`config.mk`:
```
export PLATFORM = sky130hd
export DESIGN_NAME = seg_hex_scan_display
export DESIGN_NICKNAME = d
export VERILOG_FILES = /design/src/rtl/seg_pkg.sv /design/src/rtl/seg_hex_rom.sv /design/src/rtl/seg_hex_scan_display.sv
export SDC_FILE = /design/constraint.sdc
export NUM_CORES = 1
export LEC_CHECK = 0
export BUFFER_PORTS_ARGS = -buffer_cell sky130_fd_sc_hd__buf_2
export CAP_MARGIN = 20
export CORE_ASPECT_RATIO = 1.5
export CORE_MARGIN = 2
export CORE_UTILIZATION = 53
export CTS_BUF_LIST = sky130_fd_sc_hd__clkbuf_2 sky130_fd_sc_hd__clkbuf_4 sky130_fd_sc_hd__clkbuf_8
export DETAILED_ROUTE_END_ITERATION = 6
export GPL_TIMING_DRIVEN = 0
export HOLD_SLACK_MARGIN = 0.06
export PLACE_DENSITY = 0.78
export SYNTH_ARGS = -nofsm -noshare
export SYNTH_HDL_FRONTEND = slang
export SYNTH_SLANG_ARGS = --single-unit
export TNS_END_PERCENT = 5
```
`constraint.sdc`:
```
create_clock -name CLOCK_50 -period 2.03 [get_ports CLOCK_50]
set_input_delay 0 -clock CLOCK_50 [delete_from_list [all_inputs] [get_ports CLOCK_50]]
set_output_delay 0 -clock CLOCK_50 [all_outputs]
set_load 0.02 [all_outputs]
```
`src/rtl/seg_pkg.sv`:
```
// Shared constants for the seven-segment display slice: blank pattern,
// active-low hex glyph table and a width helper for counter sizing.
package seg_pkg;

  localparam logic [6:0] SEG_OFF = 7'h7F;

  // Active-low {g,f,e,d,c,b,a} glyphs for 0-9, A, b, C, d, E, F
  localparam logic [6:0] GLYPHS [16] = '{
    7'h40, 7'h79, 7'h24, 7'h30,
    7'h19, 7'h12, 7'h02, 7'h78,
    7'h00, 7'h18, 7'h08, 7'h03,
    7'h46, 7'h21, 7'h06, 7'h0E
  };

  // Minimum one bit so single-state counters still have a vector to live in
  function automatic int clog2(input int n);
    int w;
    w = 1;
    while ((1 << w) < n) w++;
    return w;
  endfunction

endpackage

```
`src/rtl/seg_hex_rom.sv`:
```
// Combinational nibble to active-low glyph lookup.
module seg_hex_rom
  import seg_pkg::*;
(
  input  logic [3:0] nibble,
  output logic [6:0] glyph
);

  assign glyph = GLYPHS[nibble];

endmodule

```
`src/rtl/seg_hex_scan_display.sv`:
```
// Time-multiplexed hex driver for a common-anode seven-segment bank:
// captures a multi-nibble value and scans one digit per refresh period.
module seg_hex_scan_display
  import seg_pkg::*;
#(
  parameter int DIGITS      = 4,
  parameter int REFRESH_DIV = 50000
) (
  input  logic                  CLOCK_50,
  input  logic                  reset,
  input  logic                  enable,
  input  logic                  load,
  input  logic [4*DIGITS-1:0]   value,
  input  logic [DIGITS-1:0]     dp,
  input  logic                  lz_blank,
  output logic [6:0]            seg,
  output logic                  dp_n,
  output logic [DIGITS-1:0]     an,
  output logic                  scan_tick
);

  localparam int CW = clog2(REFRESH_DIV);
  localparam int IW = clog2(DIGITS);
  localparam logic [CW-1:0] CNT_MAX = CW'(REFRESH_DIV - 1);
  localparam logic [IW-1:0] IDX_MAX = IW'(DIGITS - 1);

  logic [CW-1:0]       cnt;
  logic [IW-1:0]       idx;
  logic                tick;
  logic                tick_q;
  logic [4*DIGITS-1:0] value_q;
  logic [DIGITS-1:0]   dp_q;
  logic                lz_q;
  logic [DIGITS-1:0]   blank;
  logic                upper_zero;
  logic [3:0]          nib;
  logic                dp_sel;
  logic                blank_sel;
  logic [6:0]          glyph;

  assign tick = enable && (cnt == CNT_MAX);

  always_ff @(posedge CLOCK_50 or posedge reset) begin
    if (reset) begin
      cnt    <= '0;
      idx    <= '0;
      tick_q <= 1'b0;
    end else begin
      tick_q <= tick;
      if (enable) begin
        if (tick) begin
          cnt <= '0;
          idx <= (idx == IDX_MAX) ? '0 : idx + 1'b1;
        end else begin
          cnt <= cnt + 1'b1;
        end
      end
    end
  end

  always_ff @(posedge CLOCK_50 or posedge reset) begin
    if (reset) begin
      value_q <= '0;
      dp_q    <= '0;
      lz_q    <= 1'b0;
    end else if (load) begin
      value_q <= value;
      dp_q    <= dp;
      lz_q    <= lz_blank;
    end
  end

  // Walk down from the top digit; a digit is a leading zero while every
  // nibble from it upward is zero. Digit 0 always stays visible.
  always_comb begin
    blank      = '0;
    upper_zero = 1'b1;
    for (int i = DIGITS - 1; i >= 0; i--) begin
      upper_zero = upper_zero && (value_q[4*i +: 4] == 4'h0);
      blank[i]   = lz_q && upper_zero && (i != 0);
    end
  end

  always_comb begin
    nib       = '0;
    dp_sel    = 1'b0;
    blank_sel = 1'b0;
    for (int i = 0; i < DIGITS; i++) begin
      if (idx == IW'(i)) begin
        nib       = value_q[4*i +: 4];
        dp_sel    = dp_q[i];
        blank_sel = blank[i];
      end
    end
  end

  seg_hex_rom u_rom (
    .nibble (nib),
    .glyph  (glyph)
  );

  // tick_q delays the pulse so it lines up with the cycle an changes digit
  always_ff @(posedge CLOCK_50 or posedge reset) begin
    if (reset) begin
      seg       <= SEG_OFF;
      dp_n      <= 1'b1;
      an        <= '1;
      scan_tick <= 1'b0;
    end else begin
      scan_tick <= tick_q;
      if (enable) begin
        seg  <= blank_sel ? SEG_OFF : glyph;
        dp_n <= ~dp_sel;
        an   <= ~(DIGITS'(1) << idx);
      end else begin
        seg  <= SEG_OFF;
        dp_n <= 1'b1;
        an   <= '1;
      end
    end
  end

endmodule

```
# ---- After elaboration in Yosys (flattened, before gate mapping)
# Memory sizes are Yosys's and may differ from the RTL's.
# Cells that the tools add are included.
dict set report op_classes {
  shifts 1
  n_eq_ne 4
  order_cmp 1
  n_mux 19
  reduce_logical 11
  add_sub_neg 2
  n_bitwise 3
}
# operator n
set ops {}
lappend ops {{$mux W7} 4}
lappend ops {{$mux W4} 5}
lappend ops {{$add A16 B1 Y16 const B} 1}
lappend ops {{$eq A16 B16 Y1 const B} 1}
lappend ops {{$mux W16} 1}
lappend ops {{$logic_not A4 Y1} 3}
lappend ops {{$mux W1} 8}
lappend ops {{$logic_and A1 B1 Y1} 6}
lappend ops {{$ge A5 B5 Y1 const B} 1}
lappend ops {{$not A4 Y5} 1}
lappend ops {{$eq A2 B2 Y1 const B} 2}
lappend ops {{$not A4 Y4} 1}
lappend ops {{$shl A1 B2 Y4 const A} 1}
lappend ops {{$add A2 B1 Y2 const B} 1}
lappend ops {{$eq A2 B1 Y1 const B} 1}
lappend ops {{$logic_not A2 Y1} 1}
lappend ops {{$mux W2} 1}
lappend ops {{$reduce_and A2 Y1} 1}
lappend ops {{$not A1 Y1} 1}
dict set report word_totals {
  reg_bits 53
  n_memories 1
  output_inout_bits 13
  inputBits 25
  romBits 112
}
# memory depth word_bits read_ports rd_clocked_by_memory_dff write_ports line_no
set memory_table {}
lappend memory_table {{(name not given)} 16 7 1 0 0 seg_hex_rom.sv:9} ;# assign glyph = GLYPHS[nibble];

# ---- Longest topological paths before layout
dict set report logic_depth {
  ltp_word 11
  mapped_depth 12
}

# ---- By module
# From an unflattened synthesis, not the netlist that was laid out.
dict set report unflattened {
  cells_unflattened 228
  hier_area_um2 2645.0
}
# mod cells_each n_inst seq_area_each_um2 area_each_um2
set modules_own_cells {}
lappend modules_own_cells {seg_hex_scan_display 193 1 1341.3 2386.0}
lappend modules_own_cells {seg_hex_rom 35 1 0.0 259.0}

# ---- Worst setup path before layout
# Ideal clock, no wire load.
dict set report synth_timing {
  path_type {register to register}
  startpoint {reg idx[0]}
  endpoint {reg seg[3]}
  setup_time_ns 0.084
  period_less_slack_ns 2.039
  stages_incl_launch_ff 12
  arrival_time_ns 1.955
  path_slack_ns -0.009
  path_cell_list {dfrtp_1 -> inv_1 -> ha_1 -> buf_4 -> a21oi_1 -> o21ai_0 -> a22o_1 -> inv_1 -> ha_1 -> a211o_1 -> o211ai_2 -> nand2_1}
}
dict set report synth_via {
  elab_chain_len 11
  word_cells_on_any_way 17
  cone_classes {eq/ne: 3; mux: 11; bitwise: 1; reduce/logical: 1; memory: 1}
}
# element line_no
set synth_lines {}
lappend synth_lines {{start: declaration} seg_hex_scan_display.sv:28} ;# logic [IW-1:0] idx;
lappend synth_lines {{start signal: assignment} seg_hex_scan_display.sv:53} ;# idx <= (idx == IDX_MAX) ? '0 : idx + 1'b1;
lappend synth_lines {{$logic_not A2 Y1} seg_hex_scan_display.sv:89} ;# if (idx == IW'(i)) begin
lappend synth_lines {{$mux W4 (4 in a row)} seg_hex_scan_display.sv:89}
lappend synth_lines {{$not A4 Y5 (implied by the code)} seg_hex_rom.sv:9}
lappend synth_lines {{$mem_v2 Z16 W7} n/a}
lappend synth_lines {{$mux W7 (implied by the code) (2 in a row)} seg_hex_rom.sv:9}
lappend synth_lines {{$mux W7 (*)} seg_hex_scan_display.sv:112} ;# seg <= blank_sel ? SEG_OFF : glyph;
lappend synth_lines {{$mux W7 (*)} seg_hex_scan_display.sv:111} ;# if (enable) begin
lappend synth_lines {{end signal: assignment} seg_hex_scan_display.sv:112}
lappend synth_lines {{end: declaration} seg_hex_scan_display.sv:16} ;# output logic [6:0] seg,
# Mark *: on every way between the ends. The rest lies on a longest branch, timed or not. The select of a mux whose other input is x is not followed.
# A chain may end at the register's enable or synchronous reset.

# ---- Worst setup path after layout
dict set report layout_timing {
  startpoint {reg idx[1]}
  endpoint {reg seg[3]}
}
# Same word-level chain as after synthesis.

==> impl_metrics.json <==
{
  "status": "finished with violations",
  "violations": "negative setup slack",
  "min_to": "dp_q[3]$_DFFE_PP0P_",
  "required_ns": 2.29,
  "r2r-start": "idx[1]$_DFFE_PP0P_",
  "num_vias": 2017,
  "vias_per_cell": 5.34,
  "path_class": "reg -> reg",
  "synth.top_cell.area_share": 0.386,
  "maxCapViolCount": 0,
  "crit_path_start_kind": "flop",
  "worstHoldStart": "load",
  "core_mm2": 0.00481,
  "yosysWarnings": 0,
  "critPathCaptureType": "flop",
  "ios": 38,
  "crit_chain": "inv_4, ha_4, buf_8, a21oi_2, o21ai_1, a22o_2, ha_4, mux2i_1, o211ai_2, nand2_1",
  "worstMarginPinSlew_ns": 0.592,
  "setup_viol": 3,
  "syn_inst": 231,
  "peakVddDrop_mv": 0.472,
  "arrival_ns": 2.32,
  "dieArea_mm2": 0.00560,
  "first_global_vias": 2091,
  "clkSinkCount": 53,
  "skew_ns": 0.0172,
  "grt_max_degree": 30,
  "die_w_um": 61.8,
  "fin_tns_setup_ns": -0.0555,
  "whs_path_depth": 2,
  "synth-edff-count": 0,
  "first_pass_iters": 4,
  "rsz0062_at_grt": "yes",
  "grt_util_all_layers": 0.222,
  "clk_path_buf_depth": 2,
  "overflow": 0,
  "setup_ws_ns": -0.0230,
  "r2r_setup_slack_ns": -0.02,
  "max_freq_ghz": 0.487,
  "clk_pin_slew_worst_paths_ns": 0.10,
  "slew_headroom": 0.605,
  "fin_cells": 378,
  "insertion_delay_ns": 0.31,
  "ys.flop_type": "dfrtp_1",
  "crit_start": "idx[1]$_DFFE_PP0P_",
  "finalCritPeriodShare": 1.01,
  "yosysTopAreaCell": "dfrtp_1",
  "cellPowerDensity_mw_per_mm2": 660,
  "crit_top_cell": "ha_4",
  "area_growth_pct": 32.3,
  "min_period_ns": 2.05,
  "gp_congestion": 0.898,
  "crit_slowest_cell": "dfrtp_2",
  "slowest_delay_ns": 0.46,
  "detailed_place_hpwl_mm": 3.80,
  "drtAntennaViolNets": 0,
  "drt_iter0_drc": 121,
  "start_util": 0.552,
  "critPathMaxFanout": 6,
  "grt_pass1_wl_mm": 9.39,
  "yosysSeqAreaShare": 0.505,
  "dp_cells": 334,
  "antenna_found_initial": 0,
  "rr_worst_depth": 10,
  "die_h_um": 90.7,
  "slew_violations": 0,
  "synth.ff_latch_count": 53,
  "drt-total-wl_mm": 5.72,
  "hold_viol": 0,
  "synthTopCellsByArea": "dfrtp_1, dfstp_2, mux2_2",
  "avgSynthCellArea_um2": 11.5,
  "drc": 0,
  "r2r-end": "seg[3]$_DFF_PP1_",
  "tritoncts": "done",
  "port_buffers": 36,
  "root_buffer": "clkbuf_8",
  "numCtsBuffers": 5,
  "wire_per_inst_um": 15.1,
  "postSynth.asyncResetShare": 1.00,
  "min_path_type": "in -> reg",
  "syn_area_mm2": 0.00266,
  "synth_nets": 267,
  "cts_htree_levels": 2,
  "num_rows": 31,
  "drive_above_1_share": 0.404,
  "p_leak_nw": 1.54,
  "nets": 347,
  "diodes": 0,
  "synth_cell_types": 49
}
-- report_power, final --
| group | total, mW | switching [mW] | leakage, nW | internal, mW |
|---|---|---|---|---|
| clock network | 0.590 | 0.345 | 0.0481 | 0.245 |
| registers | 1.27 | 0.0937 | 0.632 | 1.18 |
| logic | 0.456 | 0.225 | 0.865 | 0.231 |
-- state kept, by name, indices dropped and copies added, names as in the netlist, 2 cells and up --
name     flops
an           4
cnt         16
dp_q         4
idx          2
seg          7
value_q     16
-- logic make-up (layout without fill, tap and decap cells) --
logic type,Yosys count,after routing,synth area share
simple gates,73,73,0.154
flops,53,53,0.505
compound gates,38,38,0.113
buf+inv,22,103,0.0467
mux,20,20,0.0834
xor+xnor,14,14,0.0462
fa+ha+maj,11,11,0.0518
-- cell type report --
cell class	instances	area, um^2
Sequential cell	53	1340
Multi-Input combinational cell	156	1300
Buffer	9	78.8
Clock inverter	3	22.5
Timing Repair Buffer	74	564
Inverter	12	50.0
Tap cell	66	82.6
Clock buffer	5	68.8
Fill cell	344	1300
-- what timing repair did --
action / CTS / global route
buffers inserted: 10 / 4
hold buffers: 23 / 0
resized for setup: 29 / 4
endpoints found under the hold margin: 35 / 0
pin swaps: 8 / 6
endpoints found under the setup margin: 6 / 7
-- per-layer routing --
metal | up-vias | track usage | share of wire
li1 | 959 | - | -
met1 | 990 | 0.267 | 0.40
met2 | 52 | 0.384 | 0.55
met3 | 16 | 0.0315 | 0.025
met4 | 0 | 0.0816 | 0.028
met5 | - | 0 | 0
-- synth_stat cells (2+ instances only) --
library cell / instances
nand3_1: 7
nand2b_1: 2
nand2_1: 29
o21ai_0: 9
dfrtp_1: 41
o21ai_1: 2
nor3_1: 3
inv_1: 12
nor4_1: 3
xor2_1: 7
ha_1: 11
a21oi_1: 9
and3_1: 3
buf_6: 5
dfstp_2: 12
o22ai_1: 2
mux2i_1: 3
nand4_1: 2
nor2_1: 12
xnor2_1: 7
a22o_1: 2
o221ai_1: 3
clkbuf_1: 3
mux2_2: 17
-- critical path, delay by kind of cell (launching register included) --
family / cells / cell delay [ns]
AO/OA/AOI/OAI: 4 / 0.58
adder cells (fa/ha/maj): 2 / 0.47
flip-flops: 1 / 0.46
multiplexers: 1 / 0.22
buffers and inverters: 2 / 0.20
AND/OR/NAND/NOR: 1 / 0.08
-- cells in the final DEF (no fill, tap or decap), types with 3 or more instances in the layout --
cell type      count
dfrtp_1           39
buf_2             36
nand2_1           29
dlygate4sd3_1     23
mux2_2            17
nor2_1            12
dfstp_2           12
buf_4             11
inv_1              7
o21ai_0            7
nand3_1            7
xnor2_1            7
xor2_1             7
a21oi_1            6
ha_4               6
clkbuf_8           5
buf_6              4
o21ai_1            4
clkbuf_1           3
mux2i_1            3
inv_2              3
nor4_1             3
o221ai_1           3
and3_1             3
nor3_1             3
ha_1               3
buf_12             3
-- metrics by stage --
step	instance area, um^2	util	power, mW	hold WS (ns)	worst slack [ns]
after floorplan	2670	-	1.56	0.121	0.00212
after global routing	3510	0.730	2.44	0.178	-0.102
after detailed placement	2950	0.613	1.68	0.0718	-0.252
after CTS	3460	0.719	2.33	0.163	0.00536
after global placement	2930	0.609	1.66	0.220	-0.235
final	3510	0.730	2.32	0.166	-0.0230
-- how the worst max path moves through the flow --
stage,end,cells after the start
after floorplan,seg[3]$_DFF_PP1_,11
after global placement,seg[3]$_DFF_PP1_,10
after detailed placement,seg[3]$_DFF_PP1_,10
after CTS,seg[3]$_DFF_PP1_,10
after global routing,seg[3]$_DFF_PP1_,11
final,seg[3]$_DFF_PP1_,10
No activity file was read; power rests on OpenSTA's default activity.
